==> src/rtl/adc_config_sequencer.sv <==
// adc_config_sequencer: walks the init table into the ADC config port, then arbitrates host accesses.
// Optional readback verify with rewrite retries is enabled by defining ADC_SEQ_VERIFY_EN.
module adc_config_sequencer #(
    parameter int unsigned NUM_REGS       = 8,
    parameter logic [71:0] INIT_VALUES    = 72'h0,
    parameter int unsigned TIMEOUT_CYCLES = 8192,
    parameter int unsigned MAX_RETRY      = 2
) (
    input  logic       clk,
    input  logic       reset_n,
    input  logic       reinit,
    input  logic       host_req,
    input  logic       host_we,
    input  logic [2:0] host_addr,
    input  logic [8:0] host_wdata,
    output logic       host_ack,
    output logic [8:0] host_rdata,
    output logic       host_err,
    output logic       init_done,
    output logic       init_error,
    output logic [2:0] cfg_wr_addr,
    output logic [8:0] cfg_wr_data,
    output logic       cfg_wr_en,
    input  logic       cfg_wr_rdy,
    input  logic       cfg_wr_done,
    output logic [2:0] cfg_rd_addr,
    output logic       cfg_rd_en,
    input  logic       cfg_rd_rdy,
    input  logic       cfg_rd_done,
    input  logic [8:0] cfg_rd_data
);

    localparam logic [2:0]  LAST_IDX = 3'(NUM_REGS - 1);
    localparam logic [15:0] TO_LAST  = 16'(TIMEOUT_CYCLES - 1);

    typedef enum logic [2:0] {
        ST_RESET,
        ST_INIT_ISSUE,
        ST_INIT_WAIT,
`ifdef ADC_SEQ_VERIFY_EN
        ST_VERIFY_ISSUE,
        ST_VERIFY_WAIT,
`endif
        ST_READY,
        ST_HOST_ISSUE,
        ST_HOST_WAIT
    } state_t;

    state_t      state_q;
    state_t      state_d;
    state_t      adv_state;

    logic [2:0]  idx_q;
    logic [2:0]  idx_d;
    logic [15:0] timer_q;
    logic [15:0] timer_d;
    logic        pend_q;
    logic        pend_d;

    logic        hwe_q;
    logic        hwe_d;
    logic [2:0]  haddr_q;
    logic [2:0]  haddr_d;
    logic [8:0]  hwdata_q;
    logic [8:0]  hwdata_d;

    logic        done_d;
    logic        err_d;
    logic        wr_en_d;
    logic [2:0]  wr_addr_d;
    logic [8:0]  wr_data_d;
    logic        rd_en_d;
    logic [2:0]  rd_addr_d;
    logic        ack_d;
    logic [8:0]  rdata_d;
    logic        herr_d;

    logic        adv;
    logic        timed_out;
    logic        last_entry;
    logic        host_rdy;
    logic        host_done;
    logic [8:0]  entry_val;

`ifdef ADC_SEQ_VERIFY_EN
    localparam int unsigned RETRY_W = (MAX_RETRY < 1) ? 1 : $clog2(MAX_RETRY + 1);

    logic [RETRY_W-1:0] retry_q;
    logic [RETRY_W-1:0] retry_d;
    logic               rd_match;
    logic               retry_left;

    assign rd_match   = (cfg_rd_data == entry_val);
    assign retry_left = (retry_q < RETRY_W'(MAX_RETRY));
`else
    logic [31:0] unused_max_retry;

    assign unused_max_retry = MAX_RETRY;
`endif

    assign timed_out  = (timer_q == TO_LAST);
    assign last_entry = (idx_q == LAST_IDX);
    assign adv_state  = last_entry ? ST_READY : ST_INIT_ISSUE;
    assign host_rdy   = hwe_q ? cfg_wr_rdy : cfg_rd_rdy;
    assign host_done  = hwe_q ? cfg_wr_done : cfg_rd_done;

    // Table lookup for the entry currently being written or verified
    always_comb begin
        entry_val = '0;
        for (int i = 0; i < 8; i++) begin
            if (idx_q == 3'(i)) begin
                entry_val = INIT_VALUES[9*i +: 9];
            end
        end
    end

    // State register
    always_ff @(posedge clk or negedge reset_n) begin
        if (!reset_n) begin
            state_q <= ST_RESET;
        end else begin
            state_q <= state_d;
        end
    end

    // Next-state decision
    always_comb begin
        state_d = state_q;
        unique case (state_q)
            ST_RESET: begin
                state_d = ST_INIT_ISSUE;
            end
            ST_INIT_ISSUE: begin
                if (cfg_wr_rdy) begin
                    state_d = ST_INIT_WAIT;
                end
            end
            ST_INIT_WAIT: begin
                if (cfg_wr_done) begin
`ifdef ADC_SEQ_VERIFY_EN
                    state_d = ST_VERIFY_ISSUE;
`else
                    state_d = adv_state;
`endif
                end else if (timed_out) begin
                    state_d = adv_state;
                end
            end
`ifdef ADC_SEQ_VERIFY_EN
            ST_VERIFY_ISSUE: begin
                if (cfg_rd_rdy) begin
                    state_d = ST_VERIFY_WAIT;
                end
            end
            ST_VERIFY_WAIT: begin
                if (cfg_rd_done) begin
                    if (rd_match || !retry_left) begin
                        state_d = adv_state;
                    end else begin
                        state_d = ST_INIT_ISSUE;
                    end
                end else if (timed_out) begin
                    state_d = adv_state;
                end
            end
`endif
            ST_READY: begin
                if (pend_q || reinit) begin
                    state_d = ST_INIT_ISSUE;
                end else if (host_req && !host_ack) begin
                    state_d = ST_HOST_ISSUE;
                end
            end
            ST_HOST_ISSUE: begin
                if (host_rdy) begin
                    state_d = ST_HOST_WAIT;
                end
            end
            ST_HOST_WAIT: begin
                if (host_done || timed_out) begin
                    state_d = ST_READY;
                end
            end
            default: begin
                state_d = ST_RESET;
            end
        endcase
    end

    // Next values for the registered outputs, table walk and host latch
    always_comb begin
        adv       = 1'b0;
        idx_d     = idx_q;
        timer_d   = '0;
        pend_d    = pend_q | (reinit & (state_q != ST_READY));
        done_d    = init_done;
        err_d     = init_error;
        hwe_d     = hwe_q;
        haddr_d   = haddr_q;
        hwdata_d  = hwdata_q;
        wr_en_d   = 1'b0;
        wr_addr_d = cfg_wr_addr;
        wr_data_d = cfg_wr_data;
        rd_en_d   = 1'b0;
        rd_addr_d = cfg_rd_addr;
        ack_d     = 1'b0;
        rdata_d   = host_rdata;
        herr_d    = 1'b0;
`ifdef ADC_SEQ_VERIFY_EN
        retry_d   = retry_q;
`endif
        unique case (state_q)
            ST_INIT_ISSUE: begin
                if (cfg_wr_rdy) begin
                    wr_en_d   = 1'b1;
                    wr_addr_d = idx_q;
                    wr_data_d = entry_val;
                end
            end
            ST_INIT_WAIT: begin
                timer_d = timer_q + 16'd1;
                if (cfg_wr_done) begin
`ifndef ADC_SEQ_VERIFY_EN
                    adv = 1'b1;
`endif
                end else if (timed_out) begin
                    err_d = 1'b1;
                    adv   = 1'b1;
                end
            end
`ifdef ADC_SEQ_VERIFY_EN
            ST_VERIFY_ISSUE: begin
                if (cfg_rd_rdy) begin
                    rd_en_d   = 1'b1;
                    rd_addr_d = idx_q;
                end
            end
            ST_VERIFY_WAIT: begin
                timer_d = timer_q + 16'd1;
                if (cfg_rd_done) begin
                    if (rd_match) begin
                        adv = 1'b1;
                    end else if (retry_left) begin
                        retry_d = retry_q + 1'b1;
                    end else begin
                        err_d = 1'b1;
                        adv   = 1'b1;
                    end
                end else if (timed_out) begin
                    err_d = 1'b1;
                    adv   = 1'b1;
                end
            end
`endif
            ST_READY: begin
                if (pend_q || reinit) begin
                    pend_d = 1'b0;
                    done_d = 1'b0;
                    err_d  = 1'b0;
                    idx_d  = '0;
                end else if (host_req && !host_ack) begin
                    hwe_d    = host_we;
                    haddr_d  = host_addr;
                    hwdata_d = host_wdata;
                end
            end
            ST_HOST_ISSUE: begin
                if (host_rdy) begin
                    if (hwe_q) begin
                        wr_en_d   = 1'b1;
                        wr_addr_d = haddr_q;
                        wr_data_d = hwdata_q;
                    end else begin
                        rd_en_d   = 1'b1;
                        rd_addr_d = haddr_q;
                    end
                end
            end
            ST_HOST_WAIT: begin
                timer_d = timer_q + 16'd1;
                if (host_done) begin
                    ack_d = 1'b1;
                    if (!hwe_q) begin
                        rdata_d = cfg_rd_data;
                    end
                end else if (timed_out) begin
                    ack_d  = 1'b1;
                    herr_d = 1'b1;
                end
            end
            default: begin
            end
        endcase
        if (adv) begin
`ifdef ADC_SEQ_VERIFY_EN
            retry_d = '0;
`endif
            if (last_entry) begin
                done_d = 1'b1;
            end else begin
                idx_d = idx_q + 3'd1;
            end
        end
    end

    // Datapath and output registers
    always_ff @(posedge clk or negedge reset_n) begin
        if (!reset_n) begin
            idx_q       <= '0;
            timer_q     <= '0;
            pend_q      <= 1'b0;
            hwe_q       <= 1'b0;
            haddr_q     <= '0;
            hwdata_q    <= '0;
            init_done   <= 1'b0;
            init_error  <= 1'b0;
            cfg_wr_en   <= 1'b0;
            cfg_wr_addr <= '0;
            cfg_wr_data <= '0;
            cfg_rd_en   <= 1'b0;
            cfg_rd_addr <= '0;
            host_ack    <= 1'b0;
            host_rdata  <= '0;
            host_err    <= 1'b0;
`ifdef ADC_SEQ_VERIFY_EN
            retry_q     <= '0;
`endif
        end else begin
            idx_q       <= idx_d;
            timer_q     <= timer_d;
            pend_q      <= pend_d;
            hwe_q       <= hwe_d;
            haddr_q     <= haddr_d;
            hwdata_q    <= hwdata_d;
            init_done   <= done_d;
            init_error  <= err_d;
            cfg_wr_en   <= wr_en_d;
            cfg_wr_addr <= wr_addr_d;
            cfg_wr_data <= wr_data_d;
            cfg_rd_en   <= rd_en_d;
            cfg_rd_addr <= rd_addr_d;
            host_ack    <= ack_d;
            host_rdata  <= rdata_d;
            host_err    <= herr_d;
`ifdef ADC_SEQ_VERIFY_EN
            retry_q     <= retry_d;
`endif
        end
    end

endmodule

==> config.mk <==
export PLATFORM = sky130hd
export DESIGN_NAME = adc_config_sequencer
export DESIGN_NICKNAME = d
export VERILOG_FILES = /design/src/rtl/adc_config_sequencer.sv
export SDC_FILE = /design/constraint.sdc
export NUM_CORES = 1
export LEC_CHECK = 0
export BUFFER_PORTS_ARGS = -buffer_cell sky130_fd_sc_hd__buf_2
export CAP_MARGIN = 20
export CORE_MARGIN = 2
export CORE_UTILIZATION = 50
export DETAILED_ROUTE_END_ITERATION = 8
export PLACE_DENSITY = 0.74
export SETUP_SLACK_MARGIN = 0.4
export SYNTH_ARGS = -nofsm -noshare
export SYNTH_HDL_FRONTEND = slang
export SYNTH_SLANG_ARGS = --single-unit
==> constraint.sdc <==
create_clock -name clk -period 2.2 [get_ports clk]
set_clock_uncertainty 0.1 [all_clocks]
set_input_delay 0.22 -clock clk [delete_from_list [all_inputs] [get_ports clk]]
set_output_delay 0.22 -clock clk [all_outputs]
set_load 0.05 [all_outputs]
Word level (Yosys, flattened, before mapping):

Cells that the tools add are included.
W data, S select, Z words.

* bits in registers: 66
* output and inout port bits: 30
* logic and storage cells: 102

* $add $sub $neg: 2
* eq/ne operators: 17
* muxes and demuxes: 48
* bitwise operators: 4
* reductions and logical operators: 14

Operators by type and width (number)
* $mux W3: 14
* $mux W9: 3
* $mux W1: 24
* $pmux W3 S6: 1
* $pmux W9 S2: 1
* $add A16 B1 Y16 const B: 1
* $eq A16 B13 Y1 const B: 1
* $mux W16: 1
* $ne A2 B2 Y1 const B: 7
* $eq A3 B3 Y1 const B: 3
* $reduce_and A3 Y1: 3
* $reduce_and A4 Y1: 2
* $eq A3 B2 Y1 const B: 2
* $ne A3 B3 Y1 const B: 2
* $pmux W3 S2: 1
* $reduce_and A5 Y1: 1
* $pmux W1 S2: 2
* $reduce_bool A2 Y1: 2
* $add A3 B1 Y3 const B: 1
* $eq A3 B1 Y1 const B: 1
* $logic_not A3 Y1: 1
* $ne A3 B2 Y1 const B: 1
* $logic_or A1 B1 Y1: 2
* $mux W2: 1
* other kinds (6): 7

Longest topological paths before layout:

Gate-level depths: netlist (run 1).

* depth in word-level cells: 5
* mapped depth: 6
* gate-level depth less buffers: 5

Worst setup path before layout (run 1):

Ideal clock, no wire load.

* kind: reg-to-reg
* start: register timer_q[13]
* end: register state_q[1]
* setup time: 125 ps
* data arrival time: 1643 ps
* required time: 1975 ps
* setup slack: 332 ps
* cell stages (with the launch flop): 5
* clock period less this slack: 1868 ps
* path through: dfrtp_1 > or3_4 > nor4_4 > o221ai_2 > mux2_4

* cells in the longest elaborated chain, start to end: 4
* elaborated cells between the ends (all ways): 5
* classes of those cells: eq/ne: 3; reduce/logical: 2

Ends and longest elaborated chain
* start, declared: line 55 `logic [15:0] timer_q;`
* start signal, assigned: line 330 `timer_q <= timer_d;`
* $eq A16 B13 Y1 (*): line 101 `assign timed_out = (timer_q == TO_LAST);`
* $logic_or A1 B1 Y1: line 180 `if (host_done || timed_out) begin`
* $ne A2 B2 Y1 (no line)
* $reduce_and A5 Y1 (no line) (*)
* end signal, assigned: line 122 `state_q <= state_d;`
* end, declared: line 49 `state_t state_q;`

Every way passes the cells marked *; elsewhere a longest branch is shown, timed or not.
A chain may end at the register's enable or synchronous reset.

Worst setup path in the final report (run 1):

* start: register state_q[1]
* end: register state_q[2]

* cells in the longest elaborated chain, start to end: 3
* elaborated cells between the ends (all ways): 13
* classes of those cells: eq/ne: 10; mux: 1; reduce/logical: 2

Ends and longest elaborated chain
* $eq A3 B2 Y1, or another cell as far along: line 129 `unique case (state_q)`
* $ne A3 B3 Y1 (no line) / $ne A2 B2 Y1 (equally long branches)
* $reduce_and A5 Y1 (no line)

Several ways; a longest one is shown, not always the timed one.

==> metrics.md, run 1 <==
| Metric | Value |
|---|---|
| First element of the critical path | state_q[1] |
| Maximum fanout along the worst path | 9 |
| Part of the power in the clock network | 23.2% |
| RSZ-0062 raised after global routing | yes |
| Final weighted congestion in routability-driven placement | 0.826 |
| Cell count after synthesis | 236 |
| Die outline height | 79.7 um |
| Die extent in x | 79.7 um |
| Total inserted antenna cells | 0 |
| Fin cells | 408 |
| Cell type of the slowest stage on the worst timing path | sky130_fd_sc_hd__dfrtp_2 |
| First-pass GRT wire length | 9100 um |
| Maximum ir drop on the vdd rail | 0.814 mV |
| Largest net degree at the start of global routing | 67 |
| Number of storage elements in the synthesis netlist | 66 |
| Final worst path period need | 1940 ps |
| Row count | 27 |
| Aggregate global routing overflow | 0 |
| Reported leakage power | 1.84 nW |
| Beginning of the worst register-to-register path | state_q[1] |
| TritonCTS clock tree | yes |
| Endpoint class of the critical path | flip-flop |
| Cell count of the worst hold path | 2 |
| EDFF count, synth | 0 |
| Cell type with the highest aggregate area in the netlist | sky130_fd_sc_hd__dfrtp_1 |
| Psw | 1.74 mW |
| Area Overhead vs Synth | 32.5% |
| Proportion of register bits with asynchronous set or reset after synthesis | 100% |
| Setup WS post-layout | 263 ps |
| Synth top area cells | sky130_fd_sc_hd__dfrtp_1 (58%), sky130_fd_sc_hd__mux2_2 (9.8%), sky130_fd_sc_hd__mux2i_1 (3.1%) |
| Cells along the critical path | buf_4 -> nor3b_1 -> nor2_1 -> o221ai_2 -> buf_4 -> mux2i_1 |
| Family of cells with the greatest summed delay on the critical path | simple AND/OR/NAND/NOR gates |
| Starting Density | 52.0% |
| Number of iterations in the first detailed-routing pass | 4 |
| Final setup violation count | 0 |
| Combinational cell fraction of total power | 37.6% |
| Via count of the first global-routing pass | 1940 |
| Detailed-route DRC error count | 0 |
| Top_reg_cell synth | sky130_fd_sc_hd__dfrtp_1 |
| Simple logic cell fraction of the synthesized area | 14.1% |
| Data required time of the critical path | 2360 ps |
| Clk_lat worst skew | 350 ps |
| GRT Overall Usage | 18.9% |
| Max_cap viols | 0 |
| Run status | finished clean |
| Fraction of final layout cells sized beyond drive strength 1 | 42.9% |
| Root buffer cell | sky130_fd_sc_hd__clkbuf_8 |
| WP buf/inv | 2 |
| Area of the die | 0.00634 mm^2 |
| Post-synthesis compound-gate area fraction | 6.86% |
| Antenna violation net count after detailed routing | 0 |
| Buffers added on ports | 59 |
| Via density | 5.20 |
| Critical path startpoint category | flip-flop |
| Post-placement cell count | 368 |
| Synth Area in XOR/XNOR | 3.98% |
| Total detailed-routing wirelength | 6210 um |
| Slew at the pin closest to its max-slew limit | 747 ps |
| Switching part of the total | 38.8% |
| Num ports | 60 |
| Launch instance of the worst min-delay path | host_wdata[6] |
| Total number of vias | 2120 |
| Data arrival time of the critical path | 2100 ps |
| Cell with the most instances on the worst path | sky130_fd_sc_hd__buf_4 |
| Deepest clock path buffer count | 2 |
| Share of synthesized area occupied by flip-flops and latches | 57.7% |
| Achievable clock frequency | 0.516 GHz |
| Most common cell in the synthesized netlist | sky130_fd_sc_hd__dfrtp_1 |
| Number of cells on the critical path | 6 |
| Largest family of logic cells by synthesized area | simple AND/OR/NAND/NOR gates |
| Hold Slack | 5.24 ps |
| Int Power | 2.73 mW |
| Final nets | 364 |
| Sink Count | 66 |
| Headroom to the max-slew limit | 49.6% |
| Fraction of synthesized area in multiplexers | 13.5% |
| Cell Area, Synth | 0.00286 mm^2 |
| Number of cells traversed by the worst register-to-register path | 6 |
| Adder-cell share of the synthesized area | 1.31% |
| Area share of the leading cell type in the synthesized netlist | 57.7% |
| Synthesis Warnings | 0 |
| Delay of the slowest cell on the worst path | 470 ps |
| Final routed wire length divided by cell count | 15.2 um |
| Number of antenna violations at the first check in global routing | 0 |
| Hold/Removal Path Class | input port to flip-flop |
| Number of pins exceeding their max-slew limit in the final report | 0 |
| Num CTS Buffers | 9 |
| Critical setup path kind | flip-flop to flip-flop |
| Net count after synthesis | 269 |
| Final period utilization | 88.1% |
| Pre-CTS setup slack | 156 ps |
| TNS Setup | 0 ps |
| Power share of the sequential group | 39.1% |
| Total half-perimeter wirelength after legalization and detailed placement | 3990 um |
| Number of design-rule violations left by the first detailed-router iteration | 86 |
| Number of H-tree levels | 3 |
| Power per Cell Area | 1180 mW/mm^2 |
| Total power | 4.47 mW |
| Ranking of synthesized cells by instance count | sky130_fd_sc_hd__dfrtp_1 (66), sky130_fd_sc_hd__mux2_2 (25), sky130_fd_sc_hd__nor2_1 (20), sky130_fd_sc_hd__nand2_1 (14) |
| Core footprint | 0.00551 mm^2 |
| Clock input transition at the sequential cells of the worst setup and hold paths | 80 ps |
| Syn Area/Cell | 12.1 um^2 |
| Distinct cell type count of the synthesized netlist | 37 |
| Hold violation total from the final report | 0 |
[cell families after synthesis]
family | count (synthesis)
xor+xnor | 13
flops | 66
mux | 35
simple gates | 73
buf+inv | 18
fa+ha+maj | 3
compound gates | 28
[repair_timing]
action | 4_1_cts | 5_1_grt
pin swaps | 3 | 3
hold endpoints to repair | 73 | 1
setup endpoints to repair | 43 | 27
buffers inserted | 3 | 11
hold buffers | 8 | 1
cloned | 0 | 1
gates resized for setup | 5 | 22
[power groups by stage]
| stage | clock, mW | sequential [mW] | combinational, mW |
|---|---|---|---|
| after detailed placement | 0 | 1.76 | 1.44 |
| after global placement | 0 | 1.73 | 1.42 |
| final | 1.04 | 1.75 | 1.68 |
| after floorplan | 0 | 2.18 | 0.633 |
| after global routing | 1.10 | 1.79 | 1.79 |
| after CTS | 1.05 | 1.74 | 1.48 |
[metal layers]
layer	vias up	share of wire (%)	track usage (%)
li1	1026	-	-
met1	1042	45	25.3
met3	4	4.5	4.30
met5	-	0	0
met2	48	50	29.2
met4	0	0.97	9.31
[layout make-up]
class / count / area (um^2)
Timing Repair Buffer: 92 / 586
Inverter: 10 / 37.5
Fill cell: 414 / 1710
Clock inverter: 7 / 77.6
Tap cell: 72 / 90.1
Multi-Input combinational cell: 152 / 1220
Clock buffer: 9 / 124
Sequential cell: 66 / 1660
[through the flow]
step	instance area, um^2	utilization, %
global route	3790	68.9
global placement	3290	59.8
floorplan	2870	-
finish	3790	68.9
CTS	3610	65.5
detailed placement	3290	59.8
[final timing paths]
check                                  to  slack, ps
setup / recovery               state_q[2]        260
hold / removal                hwdata_q[6]          5
setup reg to reg               state_q[2]        260
hold reg to reg            cfg_wr_data[2]        390
max in group asynchronous      timer_q[8]       1390
min in group asynchronous          pend_q        300
[layout by cell type, fill, tap and decap left out, drive strengths merged, types with 2 or more instances in the layout]
| master | n |
|---|---|
| a21oi | 4 |
| dfrtp | 66 |
| mux2 | 26 |
| xor2 | 3 |
| nor4 | 5 |
| buf | 83 |
| clkinv | 3 |
| nor3 | 4 |
| nand3 | 6 |
| inv | 12 |
| or3 | 3 |
| dlygate4sd3 | 9 |
| xnor2 | 10 |
| clkbuf | 9 |
| ha | 3 |
| mux2i | 9 |
| nand2 | 14 |
| a22o | 9 |
| and3 | 5 |
| o21ai | 11 |
| nor2b | 2 |
| nor2 | 20 |
| and3b | 2 |
| nand4 | 4 |
| nor3b | 4 |
[registers in the layout, indices dropped and copies added, names as in the netlist]
name,flops
cfg_rd_addr,3
cfg_rd_en,1
cfg_wr_addr,3
cfg_wr_data,9
cfg_wr_en,1
haddr_q,3
host_ack,1
host_err,1
host_rdata,9
hwdata_q,9
hwe_q,1
idx_q,3
init_done,1
init_error,1
pend_q,1
state_q,3
timer_q,16
Power figures use the tool's default switching activity.
==> run 2: changes to the inputs <==
--- a/config.mk
+++ b/config.mk
@@ -7,8 +7,10 @@
 export LEC_CHECK = 0
 export BUFFER_PORTS_ARGS = -buffer_cell sky130_fd_sc_hd__buf_2
 export CAP_MARGIN = 20
+export CORE_ASPECT_RATIO = 2
 export CORE_MARGIN = 2
 export CORE_UTILIZATION = 50
+export CTS_CLUSTER_DIAMETER = 40
 export DETAILED_ROUTE_END_ITERATION = 8
 export PLACE_DENSITY = 0.74
 export SETUP_SLACK_MARGIN = 0.4
==> metrics.md, run 2 (synthesis results as in run 1) <==
| Metric | Value |
|---|---|
| Hold Slack | 23.4 ps (was 5.24 ps) |
| Endpoint class of the critical path | flip-flop (unchanged) |
| Sink Count | 66 (unchanged) |
| Data arrival time of the critical path | 1980 ps (was 2100 ps) |
| Total inserted antenna cells | 0 (unchanged) |
| Final period utilization | 84.9% (was 88.1%) |
| RSZ-0062 raised after global routing | yes (unchanged) |
| Data required time of the critical path | 2310 ps (was 2360 ps) |
| Num ports | 60 (unchanged) |
| TritonCTS clock tree | yes (unchanged) |
| Leading cell types in the layout, fill and taps excluded | sky130_fd_sc_hd__dfrtp_1 (63), sky130_fd_sc_hd__buf_2 (59), sky130_fd_sc_hd__nor2_1 (19), sky130_fd_sc_hd__mux2_2 (16), sky130_fd_sc_hd__buf_4 (16) (was sky130_fd_sc_hd__dfrtp_1 (62), sky130_fd_sc_hd__buf_2 (59), sky130_fd_sc_hd__buf_4 (21), sky130_fd_sc_hd__nor2_1 (19), sky130_fd_sc_hd__mux2_2 (19)) |
| Root buffer cell | sky130_fd_sc_hd__clkbuf_16 (was sky130_fd_sc_hd__clkbuf_8) |
| Setup WS post-layout | 332 ps (was 263 ps) |
| Area Overhead vs Synth | 31.0% (was 32.5%) |
| Post-placement cell count | 354 (was 368) |
| Core footprint | 0.00561 mm^2 (was 0.00551 mm^2) |
| Final worst path period need | 1870 ps (was 1940 ps) |
| Slew at the pin closest to its max-slew limit | 667 ps (was 747 ps) |
| Final nets | 352 (was 364) |
| Cell type of the slowest stage on the worst timing path | sky130_fd_sc_hd__dfrtp_2 (unchanged) |
| Hold violation total from the final report | 0 (unchanged) |
| Final routed wire length divided by cell count | 16.4 um (was 15.2 um) |
| Via count of the first global-routing pass | 2104 (was 1940) |
| Number of design-rule violations left by the first detailed-router iteration | 140 (was 86) |
| Num CTS Buffers | 9 (unchanged) |
| Row count | 39 (was 27) |
| Number of antenna violations at the first check in global routing | 0 (unchanged) |
| Post-Route Utilization | 66.8% (was 68.9%) |
| Clock input transition at the sequential cells of the worst setup and hold paths | 50 ps (was 80 ps) |
| Cell count of the worst hold path | 2 (unchanged) |
| Deepest clock path buffer count | 2 (unchanged) |
| Leading cell type in the layout, fill and taps excluded | sky130_fd_sc_hd__dfrtp_1 (unchanged) |
| Number of H-tree levels | 3 (unchanged) |
| Fin cells | 384 (was 408) |
| Critical setup path kind | flip-flop to flip-flop (unchanged) |
| First-pass GRT wire length | 9880 um (was 9100 um) |
| Final weighted congestion in routability-driven placement | 0.792 (was 0.826) |
| Number of iterations in the first detailed-routing pass | 4 (unchanged) |
| Run status | finished clean (unchanged) |
| Die outline height | 111 um (was 79.7 um) |
| Headroom to the max-slew limit | 55.1% (was 49.6%) |
| Via density | 5.61 (was 5.20) |
| TNS Setup | 0 ps (unchanged) |
| Clk_lat worst skew | 320 ps (was 350 ps) |
| Area of the die | 0.00638 mm^2 (was 0.00634 mm^2) |
| Pre-CTS setup slack | 170 ps (was 156 ps) |
| Total number of vias | 2153 (was 2120) |
| Hold/Removal Path Class | input port to flip-flop (unchanged) |
| Total power | 4.81 mW (was 4.47 mW) |
| Largest register FFs | 16 (unchanged) |
| Register with the most flip-flops | timer_q (unchanged) |
| Launch instance of the worst min-delay path | cfg_rd_data[4] (was host_wdata[6]) |
| WP buf/inv | 1 (was 2) |
| Buffers added on ports | 59 (unchanged) |
| Total cell area at the placement stage | 0.00326 mm^2 (was 0.00329 mm^2) |
| Number of cells traversed by the worst register-to-register path | 5 (was 6) |
| Die extent in x | 57.5 um (was 79.7 um) |
| Fraction of final layout cells sized beyond drive strength 1 | 42.7% (was 42.9%) |
| Reported leakage power | 1.83 nW (was 1.84 nW) |
| Beginning of the worst register-to-register path | state_q[2] (was state_q[1]) |
| Total half-perimeter wirelength after legalization and detailed placement | 3920 um (was 3990 um) |
| Critical path startpoint category | flip-flop (unchanged) |
| Number of pins exceeding their max-slew limit in the final report | 0 (unchanged) |
| Power per Cell Area | 1280 mW/mm^2 (was 1180 mW/mm^2) |
| Family of cells with the greatest summed delay on the critical path | simple AND/OR/NAND/NOR gates (unchanged) |
| Antenna violation net count after detailed routing | 0 (unchanged) |
| Delay of the slowest cell on the worst path | 430 ps (was 470 ps) |
| Worst Hold End | host_rdata[4] (was hwdata_q[6]) |
| Maximum ir drop on the vdd rail | 1.33 mV (was 0.814 mV) |
| Largest net degree at the start of global routing | 67 (unchanged) |
| Total detailed-routing wirelength | 6310 um (was 6210 um) |
| Final setup violation count | 0 (unchanged) |
| Achievable clock frequency | 0.535 GHz (was 0.516 GHz) |
| Detailed-route DRC error count | 0 (unchanged) |
| GRT Overall Usage | 20.2% (was 18.9%) |
| Maximum fanout along the worst path | 5 (was 9) |
| Max_cap viols | 0 (unchanged) |
| Aggregate global routing overflow | 0 (unchanged) |
| Cells along the critical path | buf_4 -> nor3b_1 -> nor2_1 -> o221ai_2 -> mux2_4 (was buf_4 -> nor3b_1 -> nor2_1 -> o221ai_2 -> buf_4 -> mux2i_1) |
| Reg2Reg Setup Slack | 330 ps (was 260 ps) |
| Crit Reg-Reg Endpoint | state_q[1] (was state_q[2]) |
| Post-route design area | 0.00375 mm^2 (was 0.00379 mm^2) |
| Starting Density | 51.0% (was 52.0%) |
run 2: cell types whose count changed in the layout (fill, tap and decap cells not counted), sizes merged:
cell | before | now
clkinvlp | 1 | 0
dlygate4sd3 | 9 | 1
clkinv | 3 | 2
inv | 12 | 10
buf | 83 | 78
clkbuf | 9 | 13
run 2: area by class of cell:
cell class / instances / area [um^2]
Clock buffer: 12 / 246
Clock inverter: 3 / 40.0
Fill cell: 416 / 1860
Inverter: 10 / 37.5
Multi-Input combinational cell: 152 / 1220
Sequential cell: 66 / 1660
Tap cell: 61 / 76.3
Timing Repair Buffer: 80 / 473
run 2: worst register-to-register path, stage by stage (launching register included):
cell and delay, ps:
sky130_fd_sc_hd__dfrtp_2 430, sky130_fd_sc_hd__buf_4 160, sky130_fd_sc_hd__nor3b_1 330, sky130_fd_sc_hd__nor2_1 140
sky130_fd_sc_hd__o221ai_2 260, sky130_fd_sc_hd__mux2_4 330
run 2: timing repair:
item                                    CTS  global route
resized for setup                         8            20
setup buffers                             7             6
pin swaps                                 3             5
hold endpoints to repair                 66             0
hold buffers                              1             0
endpoints found under the setup margin   43            25
cloned                                    0             1
run 2: worst max-delay path by stage:
stage                          start       endpoint  slack [ps]  depth (start not counted)
after floorplan           timer_q[0]     state_q[1]         390                          5
after global placement    state_q[0]  host_rdata[2]         170                          5
after detailed placement  state_q[0]  host_rdata[8]         170                          5
after CTS                 state_q[1]  host_rdata[1]         300                          4
after global routing      state_q[2]     state_q[2]         220                          6
final                     state_q[2]     state_q[1]         330                          5
run 2: power breakdown:
group	internal [mW]	switching, mW	leakage (nW)
Clock	0.897	0.480	0.142
Sequential	1.53	0.249	0.872
Combinational	0.647	1.00	0.814
Total	3.08	1.73	1.83
run 2: layer usage:
layer  vias to the layer above  global-route usage (%)  share of wire [%]
met3                         9                    6.30                6.5
met5                         -                       0                  0
met1                      1069                    25.9                 39
li1                        998                       -                  -
met4                         0                    7.91                1.5
met2                        77                    31.4                 53
==> run 3: changes to the inputs <==
--- a/config.mk
+++ b/config.mk
@@ -9,10 +9,10 @@
 export CAP_MARGIN = 20
 export CORE_ASPECT_RATIO = 2
 export CORE_MARGIN = 2
-export CORE_UTILIZATION = 50
+export CORE_UTILIZATION = 49
 export CTS_CLUSTER_DIAMETER = 40
 export DETAILED_ROUTE_END_ITERATION = 8
-export PLACE_DENSITY = 0.74
+export PLACE_DENSITY = 0.76
 export SETUP_SLACK_MARGIN = 0.4
 export SYNTH_ARGS = -nofsm -noshare
 export SYNTH_HDL_FRONTEND = slang
==> constraint.sdc (replaced) <==
create_clock -name clk -period 1.7 [get_ports clk]
set_clock_uncertainty 0.1 [all_clocks]
set_input_delay 0.17 -clock clk [delete_from_list [all_inputs] [get_ports clk]]
set_output_delay 0.17 -clock clk [all_outputs]
set_load 0.05 [all_outputs]
==> metrics.md, run 3 (synthesis results as in run 1) <==
| Metric | Value |
|---|---|
| Num ports | 60 (unchanged) |
| Pre-CTS setup slack | -88.7 ps (was 170 ps) |
| GRT Overall Usage | 29.2% (was 20.2%) |
| Clk_lat worst skew | 340 ps (was 320 ps) |
| Reported leakage power | 2.39 nW (was 1.83 nW) |
| Total half-perimeter wirelength after legalization and detailed placement | 4910 um (was 3920 um) |
| Max_cap viols | 0 (unchanged) |
| Power per Cell Area | 1540 mW/mm^2 (was 1280 mW/mm^2) |
| Fraction of final layout cells sized beyond drive strength 1 | 54.9% (was 42.7%) |
| Largest net degree at the start of global routing | 67 (unchanged) |
| Number of design-rule violations left by the first detailed-router iteration | 118 (was 140) |
| Beginning of the worst register-to-register path | state_q[1] (was state_q[2]) |
| Final routed wire length divided by cell count | 22.1 um (was 16.4 um) |
| Aggregate global routing overflow | 0 (unchanged) |
| Total number of vias | 2671 (was 2153) |
| Data required time of the critical path | 1820 ps (was 2310 ps) |
| Hold violation total from the final report | 0 (unchanged) |
| Root buffer cell | sky130_fd_sc_hd__clkbuf_16 (unchanged) |
| Total power | 7.27 mW (was 4.81 mW) |
| Buffers added on ports | 59 (unchanged) |
| Post-Route Utilization | 83.6% (was 66.8%) |
| Maximum fanout along the worst path | 7 (was 5) |
| Hold/Removal Path Class | input port to flip-flop (unchanged) |
| Die outline height | 112 um (was 111 um) |
| First-pass GRT wire length | 13800 um (was 9880 um) |
| Number of iterations in the first detailed-routing pass | 4 (unchanged) |
| Achievable clock frequency | 0.521 GHz (was 0.535 GHz) |
| Via count of the first global-routing pass | 2806 (was 2104) |
| Final setup violation count | 49 (was 0) |
| Antenna violation net count after detailed routing | 0 (unchanged) |
| Core footprint | 0.00566 mm^2 (was 0.00561 mm^2) |
| Final worst path period need | 1920 ps (was 1870 ps) |
| Filler instances | 276 (was 416) |
| Setup WS post-layout | -220 ps (was 332 ps) |
| Critical path startpoint category | flip-flop (unchanged) |
| Maximum ir drop on the vdd rail | 1.55 mV (was 1.33 mV) |
| Deepest clock path buffer count | 2 (unchanged) |
| Endpoint class of the critical path | flip-flop (unchanged) |
| Sink Count | 66 (unchanged) |
| Num CTS Buffers | 9 (unchanged) |
| Via density | 5.86 (was 5.61) |
| Violations in the final reports | setup timing |
| Slew at the pin closest to its max-slew limit | 454 ps (was 667 ps) |
| Critical setup path kind | flip-flop to flip-flop (unchanged) |
| Total detailed-routing wirelength | 10100 um (was 6310 um) |
| TNS Setup | -5140 ps (was 0 ps) |
| Largest register FFs | 16 (unchanged) |
| Final nets | 423 (was 352) |
| Number of pins exceeding their max-slew limit in the final report | 0 (unchanged) |
| TritonCTS clock tree | yes (unchanged) |
| Register with the most flip-flops | timer_q (unchanged) |
| Row count | 39 (unchanged) |
| Total inserted antenna cells | 0 (unchanged) |
| Headroom to the max-slew limit | 69.4% (was 55.1%) |
| Number of H-tree levels | 3 (unchanged) |
| First element of the critical path | state_q[1] (was state_q[2]) |
| Detailed-route DRC error count | 0 (unchanged) |
| Clock input transition at the sequential cells of the worst setup and hold paths | 60 ps (was 50 ps) |
| Area Overhead vs Synth | 65.4% (was 31.0%) |
| Leading cell types in the layout, fill and taps excluded | sky130_fd_sc_hd__dfrtp_1 (63), sky130_fd_sc_hd__buf_2 (58), sky130_fd_sc_hd__buf_4 (43), sky130_fd_sc_hd__dlygate4sd3_1 (23), sky130_fd_sc_hd__buf_6 (19) (was sky130_fd_sc_hd__dfrtp_1 (63), sky130_fd_sc_hd__buf_2 (59), sky130_fd_sc_hd__nor2_1 (19), sky130_fd_sc_hd__mux2_2 (16), sky130_fd_sc_hd__buf_4 (16)) |
| Leading cell type in the layout, fill and taps excluded | sky130_fd_sc_hd__dfrtp_1 (unchanged) |
| Launch instance of the worst min-delay path | cfg_wr_done (was cfg_rd_data[4]) |
| Number of antenna violations at the first check in global routing | 0 (unchanged) |
| Run status | finished, violations left (was finished clean) |
| Die extent in x | 58.0 um (was 57.5 um) |
| Area of the die | 0.00650 mm^2 (was 0.00638 mm^2) |
| Data arrival time of the critical path | 2040 ps (was 1980 ps) |
| Starting Density | 50.6% (was 51.0%) |
| Final period utilization | 113% (was 84.9%) |
| RSZ-0062 raised after global routing | yes (unchanged) |
| Final weighted congestion in routability-driven placement | 0.784 (was 0.792) |
[run 3: cell count changes in the layout (fill, tap and decap cells not counted), sizes merged]
cell	previous run	this run
dlygate4sd3	1	23
buf	78	126
clkinv	2	3
clkinvlp	0	2
bufinv	1	2
clkbuf	13	11
[run 3: worst paths after layout]
kind / end / depth (start not counted) / slack (ps)
min: init_done / 3 / 70
min in group asynchronous: timer_q[14] / 3 / 270
max reg2reg: state_q[1] / 5 / -220
min reg2reg: cfg_wr_data[4] / 1 / 400
max in group asynchronous: state_q[0] / 3 / 910
max: state_q[1] / 5 / -220
[run 3: worst max-delay path, cell delays in order, from the launching register on]
cell                       delay, ps
sky130_fd_sc_hd__dfrtp_1         420
sky130_fd_sc_hd__buf_4           180
sky130_fd_sc_hd__and3b_2         230
sky130_fd_sc_hd__a22oi_1         300
sky130_fd_sc_hd__o221ai_2        220
sky130_fd_sc_hd__mux2_4          340
[run 3: power by group]
part | switching [mW] | internal (mW)
Combinational | 1.66 | 1.27
Sequential | 0.364 | 1.98
Clock | 0.712 | 1.28
[run 3: layout make-up]
class,instances,area (um^2),area share [%]
clock buffers,9,225,4.76
clock inverters,7,93.8,1.98
inverters,10,40.0,0.846
multi-input cells,152,1430,30.2
flip-flops and latches,66,1660,35.0
well taps,61,76.3,1.61
repair buffers,151,1210,25.6
[run 3: layer usage]
metal | vias to the layer above | routed length [um] | track usage, % | share of wire, %
li1 | 1150 | - | - | -
met1 | 1338 | 3250 | 27.7 | 32
met2 | 126 | 5690 | 53.6 | 56
met3 | 57 | 436 | 6.68 | 4.3
met4 | 0 | 726 | 18.0 | 7.2
met5 | - | 0 | 0 | 0
[run 3: timing repair]
action / CTS / global route
endpoints found under the setup margin: 65 / 67
hold endpoints to repair: 88 / 0
gates cloned: 3 / 1
hold buffers: 23 / 0
gates resized for setup: 51 / 18
pin swaps: 33 / 16
setup buffers: 13 / 9
[run 3: per-stage QoR]
stage / instance area (um^2) / hold slack, ps / cells
6_report: 4730 / 74.8 / 456
5_1_grt: 4730 / 78.0 / 456
3_5_place_dp: 3670 / 112 / 391
3_3_place_gp: 3670 / 114 / 391
4_1_cts: 4580 / 30.6 / 446
2_1_floorplan: 3040 / -226 / 236
